==> config.mk <==
export PLATFORM = sky130hd
export DESIGN_NAME = pd_tx_retry_ctrl_flat
export DESIGN_NICKNAME = d
export VERILOG_FILES = /design/src/rtl/pd_tx_retry_ctrl_if.sv /design/src/rtl/pd_tx_retry_ctrl.sv /design/src/flat_wrapper.sv
export SDC_FILE = /design/constraint.sdc
export NUM_CORES = 1
export LEC_CHECK = 0
export CORE_ASPECT_RATIO = 0.8
export CORE_UTILIZATION = 56
export DETAILED_ROUTE_END_ITERATION = 7
export GPL_TIMING_DRIVEN = 0
export PLACE_DENSITY = 0.81
export SLEW_MARGIN = 25
export SYNTH_ARGS = -nofsm -noshare
export SYNTH_HDL_FRONTEND = slang
export SYNTH_SLANG_ARGS = --single-unit
==> constraint.sdc <==
create_clock -name clk -period 3.2 [get_ports clk]
set_input_delay 0.48 -clock clk [delete_from_list [all_inputs] [get_ports clk]]
set_output_delay 0.48 -clock clk [all_outputs]
set_load 0.05 [all_outputs]
==> src/rtl/pd_tx_retry_ctrl_if.sv <==
// Policy-engine and PHY signal bundle for the protocol-layer tx sequencer.
// slave is the sequencer side, master the policy engine / PHY side.
interface pd_tx_retry_ctrl_if;
  logic       msg_tx_req;
  logic [2:0] msg_tx_sop_type;
  logic       msg_tx_abort;
  logic       msg_id_clr;
  logic       msg_tx_busy;
  logic       msg_tx_done;
  logic [1:0] msg_tx_status;
  logic [2:0] tx_msg_id;
  logic [1:0] retry_cnt;
  logic       PL2PHY_Tx_Packet_en;
  logic [2:0] PL2PHY_Tx_Packet_type;
  logic       PHY2PL_Tx_Packet_done;
  logic       PHY2PL_Tx_Packet_result;
  logic       PL2PHY_Rx_Packet_select;
  logic       PHY2PL_Rx_Packet_done;
  logic [1:0] PHY2PL_Rx_Packet_result;
  logic       rx_msg_is_goodcrc;
  logic [2:0] rx_msg_id;

  modport slave (
    input  msg_tx_req,
    input  msg_tx_sop_type,
    input  msg_tx_abort,
    input  msg_id_clr,
    output msg_tx_busy,
    output msg_tx_done,
    output msg_tx_status,
    output tx_msg_id,
    output retry_cnt,
    output PL2PHY_Tx_Packet_en,
    output PL2PHY_Tx_Packet_type,
    input  PHY2PL_Tx_Packet_done,
    input  PHY2PL_Tx_Packet_result,
    output PL2PHY_Rx_Packet_select,
    input  PHY2PL_Rx_Packet_done,
    input  PHY2PL_Rx_Packet_result,
    input  rx_msg_is_goodcrc,
    input  rx_msg_id
  );

  modport master (
    output msg_tx_req,
    output msg_tx_sop_type,
    output msg_tx_abort,
    output msg_id_clr,
    input  msg_tx_busy,
    input  msg_tx_done,
    input  msg_tx_status,
    input  tx_msg_id,
    input  retry_cnt,
    input  PL2PHY_Tx_Packet_en,
    input  PL2PHY_Tx_Packet_type,
    output PHY2PL_Tx_Packet_done,
    output PHY2PL_Tx_Packet_result,
    input  PL2PHY_Rx_Packet_select,
    output PHY2PL_Rx_Packet_done,
    output PHY2PL_Rx_Packet_result,
    output rx_msg_is_goodcrc,
    output rx_msg_id
  );
endinterface

==> src/rtl/pd_tx_retry_ctrl.sv <==
// Protocol-layer transmit sequencer: send, await GoodCRC, retry,
// and own the MessageIDCounter; one final status per request.
module pd_tx_retry_ctrl #(
  parameter int unsigned RETRY_MAX     = 2,
  parameter logic [15:0] CRC_TIMER_MAX = 16'd46800
) (
  input logic               clk,
  input logic               rst_n,
  pd_tx_retry_ctrl_if.slave bus
);

  localparam logic [1:0] RMAX = RETRY_MAX[1:0];

  typedef enum logic [2:0] {
    S_IDLE,
    S_TX_REQ,
    S_TX_WAIT,
    S_RX_ARM,
    S_WAIT_CRC,
    S_RX_REARM,
    S_RETRY_CHK,
    S_DONE
  } state_t;

  state_t      state;
  state_t      state_nxt;
  logic [15:0] tmr;
  logic [1:0]  rcnt;
  logic [1:0]  status_q;
  logic [2:0]  msg_id;
  logic [2:0]  typ_q;

  logic        accept;
  logic        fin;
  logic [1:0]  fin_st;
  logic        id_inc;
  logic        r_inc;
  logic        r_clr;
  logic        t_clr;
  logic        t_run;

  logic        in_flight;
  logic        expired;
  logic        rx_ok;
  logic        crc_ok;

  assign in_flight = (state != S_IDLE) && (state != S_DONE);
  // >= rather than == so an error landing on the last tick still expires
  assign expired   = tmr >= CRC_TIMER_MAX;
  assign rx_ok     = bus.PHY2PL_Rx_Packet_result == 2'd0;
  assign crc_ok    = bus.rx_msg_is_goodcrc &&
                     (bus.rx_msg_id == msg_id);

  always_comb begin
    state_nxt = state;
    accept    = 1'b0;
    fin       = 1'b0;
    fin_st    = 2'd0;
    id_inc    = 1'b0;
    r_inc     = 1'b0;
    r_clr     = 1'b0;
    t_clr     = 1'b0;
    t_run     = 1'b0;
    unique case (state)
      S_IDLE: begin
        if (bus.msg_tx_req && !bus.msg_tx_abort) begin
          accept    = 1'b1;
          state_nxt = S_TX_REQ;
        end
      end
      S_TX_REQ: state_nxt = S_TX_WAIT;
      S_TX_WAIT: begin
        if (bus.PHY2PL_Tx_Packet_done) begin
          if (bus.PHY2PL_Tx_Packet_result) begin
            fin       = 1'b1;
            fin_st    = 2'd1;
            state_nxt = S_DONE;
          end else begin
            state_nxt = S_RX_ARM;
          end
        end
      end
      S_RX_ARM: begin
        t_clr     = 1'b1;
        state_nxt = S_WAIT_CRC;
      end
      S_WAIT_CRC: begin
        t_run = 1'b1;
        if (bus.PHY2PL_Rx_Packet_done) begin
          if (rx_ok && !bus.rx_msg_is_goodcrc) begin
            fin       = 1'b1;
            fin_st    = 2'd1;
            state_nxt = S_DONE;
          end else if (rx_ok && crc_ok) begin
            fin       = 1'b1;
            fin_st    = 2'd0;
            id_inc    = 1'b1;
            state_nxt = S_DONE;
          end else begin
            state_nxt = S_RX_REARM;
          end
        end else if (expired) begin
          state_nxt = S_RETRY_CHK;
        end
      end
      S_RX_REARM: begin
        t_run     = 1'b1;
        state_nxt = expired ? S_RETRY_CHK : S_WAIT_CRC;
      end
      S_RETRY_CHK: begin
        if (rcnt < RMAX) begin
          r_inc     = 1'b1;
          state_nxt = S_TX_REQ;
        end else begin
          fin       = 1'b1;
          fin_st    = 2'd2;
          id_inc    = 1'b1;
          state_nxt = S_DONE;
        end
      end
      S_DONE: state_nxt = S_IDLE;
    endcase

    // hard-reset abort overrides whatever the state decided
    if (bus.msg_tx_abort && in_flight) begin
      state_nxt = S_DONE;
      fin       = 1'b1;
      fin_st    = 2'd3;
      id_inc    = 1'b0;
      r_inc     = 1'b0;
      r_clr     = 1'b1;
      t_clr     = 1'b1;
      t_run     = 1'b0;
    end
  end

  always_ff @(posedge clk or negedge rst_n) begin
    if (!rst_n) state <= S_IDLE;
    else        state <= state_nxt;
  end

  always_ff @(posedge clk or negedge rst_n) begin
    if (!rst_n) begin
      tmr      <= '0;
      rcnt     <= '0;
      status_q <= '0;
      msg_id   <= '0;
      typ_q    <= '0;
    end else begin
      if (accept) begin
        typ_q    <= bus.msg_tx_sop_type;
        rcnt     <= '0;
        status_q <= '0;
      end else if (r_clr) begin
        rcnt <= '0;
      end else if (r_inc) begin
        rcnt <= rcnt + 2'd1;
      end
      if (t_clr)      tmr <= '0;
      else if (t_run) tmr <= tmr + 16'd1;
      if (fin) status_q <= fin_st;
      if (bus.msg_id_clr) msg_id <= '0;
      else if (id_inc)    msg_id <= msg_id + 3'd1;
    end
  end

  assign bus.msg_tx_busy             = state != S_IDLE;
  assign bus.msg_tx_done             = state == S_DONE;
  assign bus.msg_tx_status           = status_q;
  assign bus.tx_msg_id               = msg_id;
  assign bus.retry_cnt               = rcnt;
  assign bus.PL2PHY_Tx_Packet_en     = state == S_TX_REQ;
  assign bus.PL2PHY_Tx_Packet_type   = typ_q;
  assign bus.PL2PHY_Rx_Packet_select = (state == S_RX_ARM) ||
                                       (state == S_RX_REARM);

endmodule
==> src/flat_wrapper.sv <==
// flat-port wrapper written by rule: the top's interface ports become plain ports
module pd_tx_retry_ctrl_flat 
#(
  parameter int unsigned RETRY_MAX     = 2,
  parameter logic [15:0] CRC_TIMER_MAX = 16'd46800
)
  (clk, rst_n, bus_msg_tx_req, bus_msg_tx_sop_type, bus_msg_tx_abort, bus_msg_id_clr, bus_msg_tx_busy, bus_msg_tx_done, bus_msg_tx_status, bus_tx_msg_id, bus_retry_cnt, bus_PL2PHY_Tx_Packet_en, bus_PL2PHY_Tx_Packet_type, bus_PHY2PL_Tx_Packet_done, bus_PHY2PL_Tx_Packet_result, bus_PL2PHY_Rx_Packet_select, bus_PHY2PL_Rx_Packet_done, bus_PHY2PL_Rx_Packet_result, bus_rx_msg_is_goodcrc, bus_rx_msg_id);
  pd_tx_retry_ctrl_if bus_i ();
  input logic clk;
  input logic rst_n;
  input wire logic [$bits(bus_i.msg_tx_req)-1:0] bus_msg_tx_req;
  input wire logic [$bits(bus_i.msg_tx_sop_type)-1:0] bus_msg_tx_sop_type;
  input wire logic [$bits(bus_i.msg_tx_abort)-1:0] bus_msg_tx_abort;
  input wire logic [$bits(bus_i.msg_id_clr)-1:0] bus_msg_id_clr;
  output wire logic [$bits(bus_i.msg_tx_busy)-1:0] bus_msg_tx_busy;
  output wire logic [$bits(bus_i.msg_tx_done)-1:0] bus_msg_tx_done;
  output wire logic [$bits(bus_i.msg_tx_status)-1:0] bus_msg_tx_status;
  output wire logic [$bits(bus_i.tx_msg_id)-1:0] bus_tx_msg_id;
  output wire logic [$bits(bus_i.retry_cnt)-1:0] bus_retry_cnt;
  output wire logic [$bits(bus_i.PL2PHY_Tx_Packet_en)-1:0] bus_PL2PHY_Tx_Packet_en;
  output wire logic [$bits(bus_i.PL2PHY_Tx_Packet_type)-1:0] bus_PL2PHY_Tx_Packet_type;
  input wire logic [$bits(bus_i.PHY2PL_Tx_Packet_done)-1:0] bus_PHY2PL_Tx_Packet_done;
  input wire logic [$bits(bus_i.PHY2PL_Tx_Packet_result)-1:0] bus_PHY2PL_Tx_Packet_result;
  output wire logic [$bits(bus_i.PL2PHY_Rx_Packet_select)-1:0] bus_PL2PHY_Rx_Packet_select;
  input wire logic [$bits(bus_i.PHY2PL_Rx_Packet_done)-1:0] bus_PHY2PL_Rx_Packet_done;
  input wire logic [$bits(bus_i.PHY2PL_Rx_Packet_result)-1:0] bus_PHY2PL_Rx_Packet_result;
  input wire logic [$bits(bus_i.rx_msg_is_goodcrc)-1:0] bus_rx_msg_is_goodcrc;
  input wire logic [$bits(bus_i.rx_msg_id)-1:0] bus_rx_msg_id;
  assign bus_i.msg_tx_req = bus_msg_tx_req;
  assign bus_i.msg_tx_sop_type = bus_msg_tx_sop_type;
  assign bus_i.msg_tx_abort = bus_msg_tx_abort;
  assign bus_i.msg_id_clr = bus_msg_id_clr;
  assign bus_msg_tx_busy = bus_i.msg_tx_busy;
  assign bus_msg_tx_done = bus_i.msg_tx_done;
  assign bus_msg_tx_status = bus_i.msg_tx_status;
  assign bus_tx_msg_id = bus_i.tx_msg_id;
  assign bus_retry_cnt = bus_i.retry_cnt;
  assign bus_PL2PHY_Tx_Packet_en = bus_i.PL2PHY_Tx_Packet_en;
  assign bus_PL2PHY_Tx_Packet_type = bus_i.PL2PHY_Tx_Packet_type;
  assign bus_i.PHY2PL_Tx_Packet_done = bus_PHY2PL_Tx_Packet_done;
  assign bus_i.PHY2PL_Tx_Packet_result = bus_PHY2PL_Tx_Packet_result;
  assign bus_PL2PHY_Rx_Packet_select = bus_i.PL2PHY_Rx_Packet_select;
  assign bus_i.PHY2PL_Rx_Packet_done = bus_PHY2PL_Rx_Packet_done;
  assign bus_i.PHY2PL_Rx_Packet_result = bus_PHY2PL_Rx_Packet_result;
  assign bus_i.rx_msg_is_goodcrc = bus_rx_msg_is_goodcrc;
  assign bus_i.rx_msg_id = bus_rx_msg_id;
  pd_tx_retry_ctrl #(.RETRY_MAX(RETRY_MAX), .CRC_TIMER_MAX(CRC_TIMER_MAX)) u_core (.clk(clk), .rst_n(rst_n), .bus(bus_i));
endmodule
==> summary.txt <==
Synthesis
  • Syn_nets: 204
  • Yosys warnings: 0
  • Mean Syn Cell Area: 9.47 um2
  • Post-synthesis sequential area ratio: 41.7%
  • Ys flop type: dfrtp_1
  • Cell Area, Synth: 1740 um2
  • Netlist cell types: 50
  • Post-synthesis cell count: 184
  • Top cell type's share of synthesized area: 41.7%
  • Post-synth ARST share: 100%
  • Area leader, netlist: dfrtp_1
  • Post-synth EDFFs: 0
  • FF+latch count, synth: 29
  • Synth area leaders: dfrtp_1 42%, nor2_1 5.4%, xnor2_1 5.0%, xor2_1 4.5%, nand2_1 3.4%

Power and ir drop
  • VDD IR max: 0.000606 V
  • Clk pwr share: 20.2%
  • Sequential power share: 28.8%
  • Sw Share: 44.5%
  • Psw: 0.756 mW
  • Leakage Power: 0.953 nW
  • Int Pwr: 0.942 mW
  • Total Power: 1.70 mW
  • Logic pwr share: 51.0%
  • Pwr Density: 777 nW/um2

Drt
  • Routed vias/inst: 6.01
  • Wirelength per Cell: 17.0 um
  • DRC: 0
  • Routed Antenna Nets: 0
  • Final wirelength: 4.41 mm
  • DRT Pass-1 Iters: 4
  • Via count: 1563
  • Initial DRC count: 189

Place
  • PortBufs: 30
  • GPL Wtd Cong: 0.915
  • Dpl hpwl: 3.10 mm
  • Cells after DPL: 252

Clock tree
  • Reg clk slew, reported paths: 70 ps
  • CTS Hold Bufs: 0
  • Clock net sink count: 29
  • Clock insertion delay at the later pin of the skew report: 290 ps
  • H-tree levels: 2
  • Post-CTS Setup Inserts: 0
  • Num CTS Buffers: 5
  • Bufs on Longest Clock Path: 2
  • Root Buffer: clkbuf_8
  • Post-CTS sizing: 0
  • CTS tree: yes

Final layout
  • Most frequent cells in the layout: 29 x clkdlybuf4s50_1, 29 x dfrtp_1, 25 x nor2_1
  • Final std cells w/o fill: 260
  • Layout cell share with drive strength beyond 1: 14.4%
  • Filler cells: 203
  • Final #Nets: 241
  • Layout Utilization: 76.7%
  • P&R area growth vs syn: 25.5%
  • Antenna Cells: 0

Worst setup path
  • Reg2reg start: u_core.state[1]
  • Setup crit end: bus_PL2PHY_Rx_Packet_select
  • Worst EP arrival: 2200 ps
  • R2R Setup Slk: 1310 ps
  • CP dominant cell by count: buf_2
  • Worst-path fanout max: 10
  • Buf/Inv on CP: 3
  • Cell at the slowest stage of the critical path: clkdlybuf4s50_1
  • Worst EP required: 2720 ps
  • R2R cell count: 6
  • Crit-path leading delay family: buffers and inverters
  • Crit path kind: flop to primary output
  • Critical path depth: 5
  • CP Capture Type: primary output
  • Worst path max stage delay: 800 ps
  • Crit path from: u_core.state[2]
  • CP startpoint kind: flop
  • Critical Path, Cell by Cell: buf_2, buf_2, xnor2_1, nor2_1, clkdlybuf4s50_1
  • Capturing point of the worst reg2reg path: u_core.bus.tx_msg_id[2]

Timing
  • Fin crit share: 83.8%
  • RSZ-0062 raised after global routing: false
  • Relative slew slack: 55.9%
  • Max Clock Skew: 12.8 ps
  • Min cycle time layout: 2680 ps
  • Final Max Tran Viols: 0
  • Total negative setup slack: 0 ps
  • Maximum clock rate: 373 MHz
  • Worst-Margin Slew: 662 ps
  • Final setup fails: 0
  • Hold Fails Final Rpt: 0

Global routing
  • Pin count of the biggest net entering global routing: 30
  • Gr busiest metal: met2
  • Total track usage: 29.5%
  • Met2 GRT Util: 45.3%
  • Vias in the first global route: 1523
  • Grt met3 use: 7.68%
  • Global-route wire length before repair: 7.11 mm
  • Total congestion overflow: 0
  • Met1 GRT Util: 39.0%
  • Initial antenna violation count: 0

Die
  • Chip width: 64.4 um
  • Num rows: 17
  • Starting density of the core: 61.1%
  • Die Height: 51.9 um
  • Num ports: 31
  • Core area: 2850 um2
  • Die ar.: 3340 um2

Run
  • # Max-Cap Violations: 0

Status
  • Status: complete, no violations

Hold path
  • Worst min-delay path class: input pin to asynchronous set/reset pin
[cells in the mapped netlist (2+ instances only)]
| master | instances |
|---|---|
| xor2_1 | 9 |
| a32oi_1 | 2 |
| nand2_1 | 16 |
| dfrtp_1 | 29 |
| or2_2 | 2 |
| nand4_1 | 7 |
| nor2_1 | 25 |
| nor3_1 | 5 |
| buf_2 | 6 |
| nand3_1 | 6 |
| ha_1 | 3 |
| and3_1 | 5 |
| o21ai_0 | 9 |
| mux2_2 | 4 |
| inv_1 | 9 |
| a21oi_1 | 3 |
| nor2_2 | 2 |
| xnor2_1 | 10 |
[how the worst min path moves through the flow]
stage                                              startpoint                                   to  slack [ps]  cells after the start
after CTS                                               rst_n          u_core.bus.msg_tx_status[0]         240                      1
after global routing                                    rst_n                       u_core.tmr[14]         270                      1
after floorplan                                         rst_n  u_core.bus.PL2PHY_Tx_Packet_type[0]         180                      0
after global placement    u_core.bus.PL2PHY_Tx_Packet_type[0]  u_core.bus.PL2PHY_Tx_Packet_type[0]         490                      1
after detailed placement  u_core.bus.PL2PHY_Tx_Packet_type[0]  u_core.bus.PL2PHY_Tx_Packet_type[0]         500                      1
final                                                   rst_n                       u_core.tmr[11]         220                      1
[kinds of logic (layout without fill, tap and decap cells)]
family,count (synthesis),count (layout),synth area share (%)
compound gates,30,30,12.7
flops,29,29,41.7
buf+inv,16,54,4.31
fa+ha+maj,4,4,2.73
simple gates,81,81,25.9
mux,5,5,3.16
xor+xnor,19,19,9.55
[power groups by stage]
stage / clock [mW] / combinational (mW) / sequential, mW
floorplan: 0 / 0.490 / 0.598
global placement: 0 / 0.830 / 0.486
detailed placement: 0 / 0.845 / 0.493
CTS: 0.344 / 0.857 / 0.487
global route: 0.359 / 0.917 / 0.495
finish: 0.343 / 0.865 / 0.490
[final cells by class]
cell class	count	area [um2]	share of cell area (%)
Multi-Input combinational cell	139	941	43.0
Sequential cell	29	726	33.2
Timing Repair Buffer	30	295	13.5
Clock buffer	7	96.3	4.41
Tap cell	38	47.5	2.18
Buffer	7	41.3	1.89
Inverter	9	33.8	1.55
Clock inverter	1	5.00	0.229
[layer usage]
| metal | vias up | wire length, um | part of all wire [%] |
|---|---|---|---|
| li1 | 727 | - | - |
| met1 | 755 | 2000 | 45 |
| met2 | 72 | 2020 | 46 |
| met3 | 9 | 319 | 7.2 |
| met4 | 0 | 75 | 1.7 |
| met5 | - | 0 | 0 |
[per-stage QoR]
step	hold WS (ps)	cell area, um2	setup WS [ps]
finish	217	2190	517
global route	269	2190	436
CTS	237	2190	541
detailed placement	497	2080	769
global placement	492	2090	846
floorplan	184	1740	960
[flip-flops by register name, indices dropped and copies added, names as in the netlist]
register / flops
u_core.bus.retry_cnt: 2
u_core.bus.PL2PHY_Tx_Packet_type: 3
u_core.state: 3
u_core.bus.tx_msg_id: 3
u_core.bus.msg_tx_status: 2
u_core.tmr: 16
(Power assumes the default switching activity.)
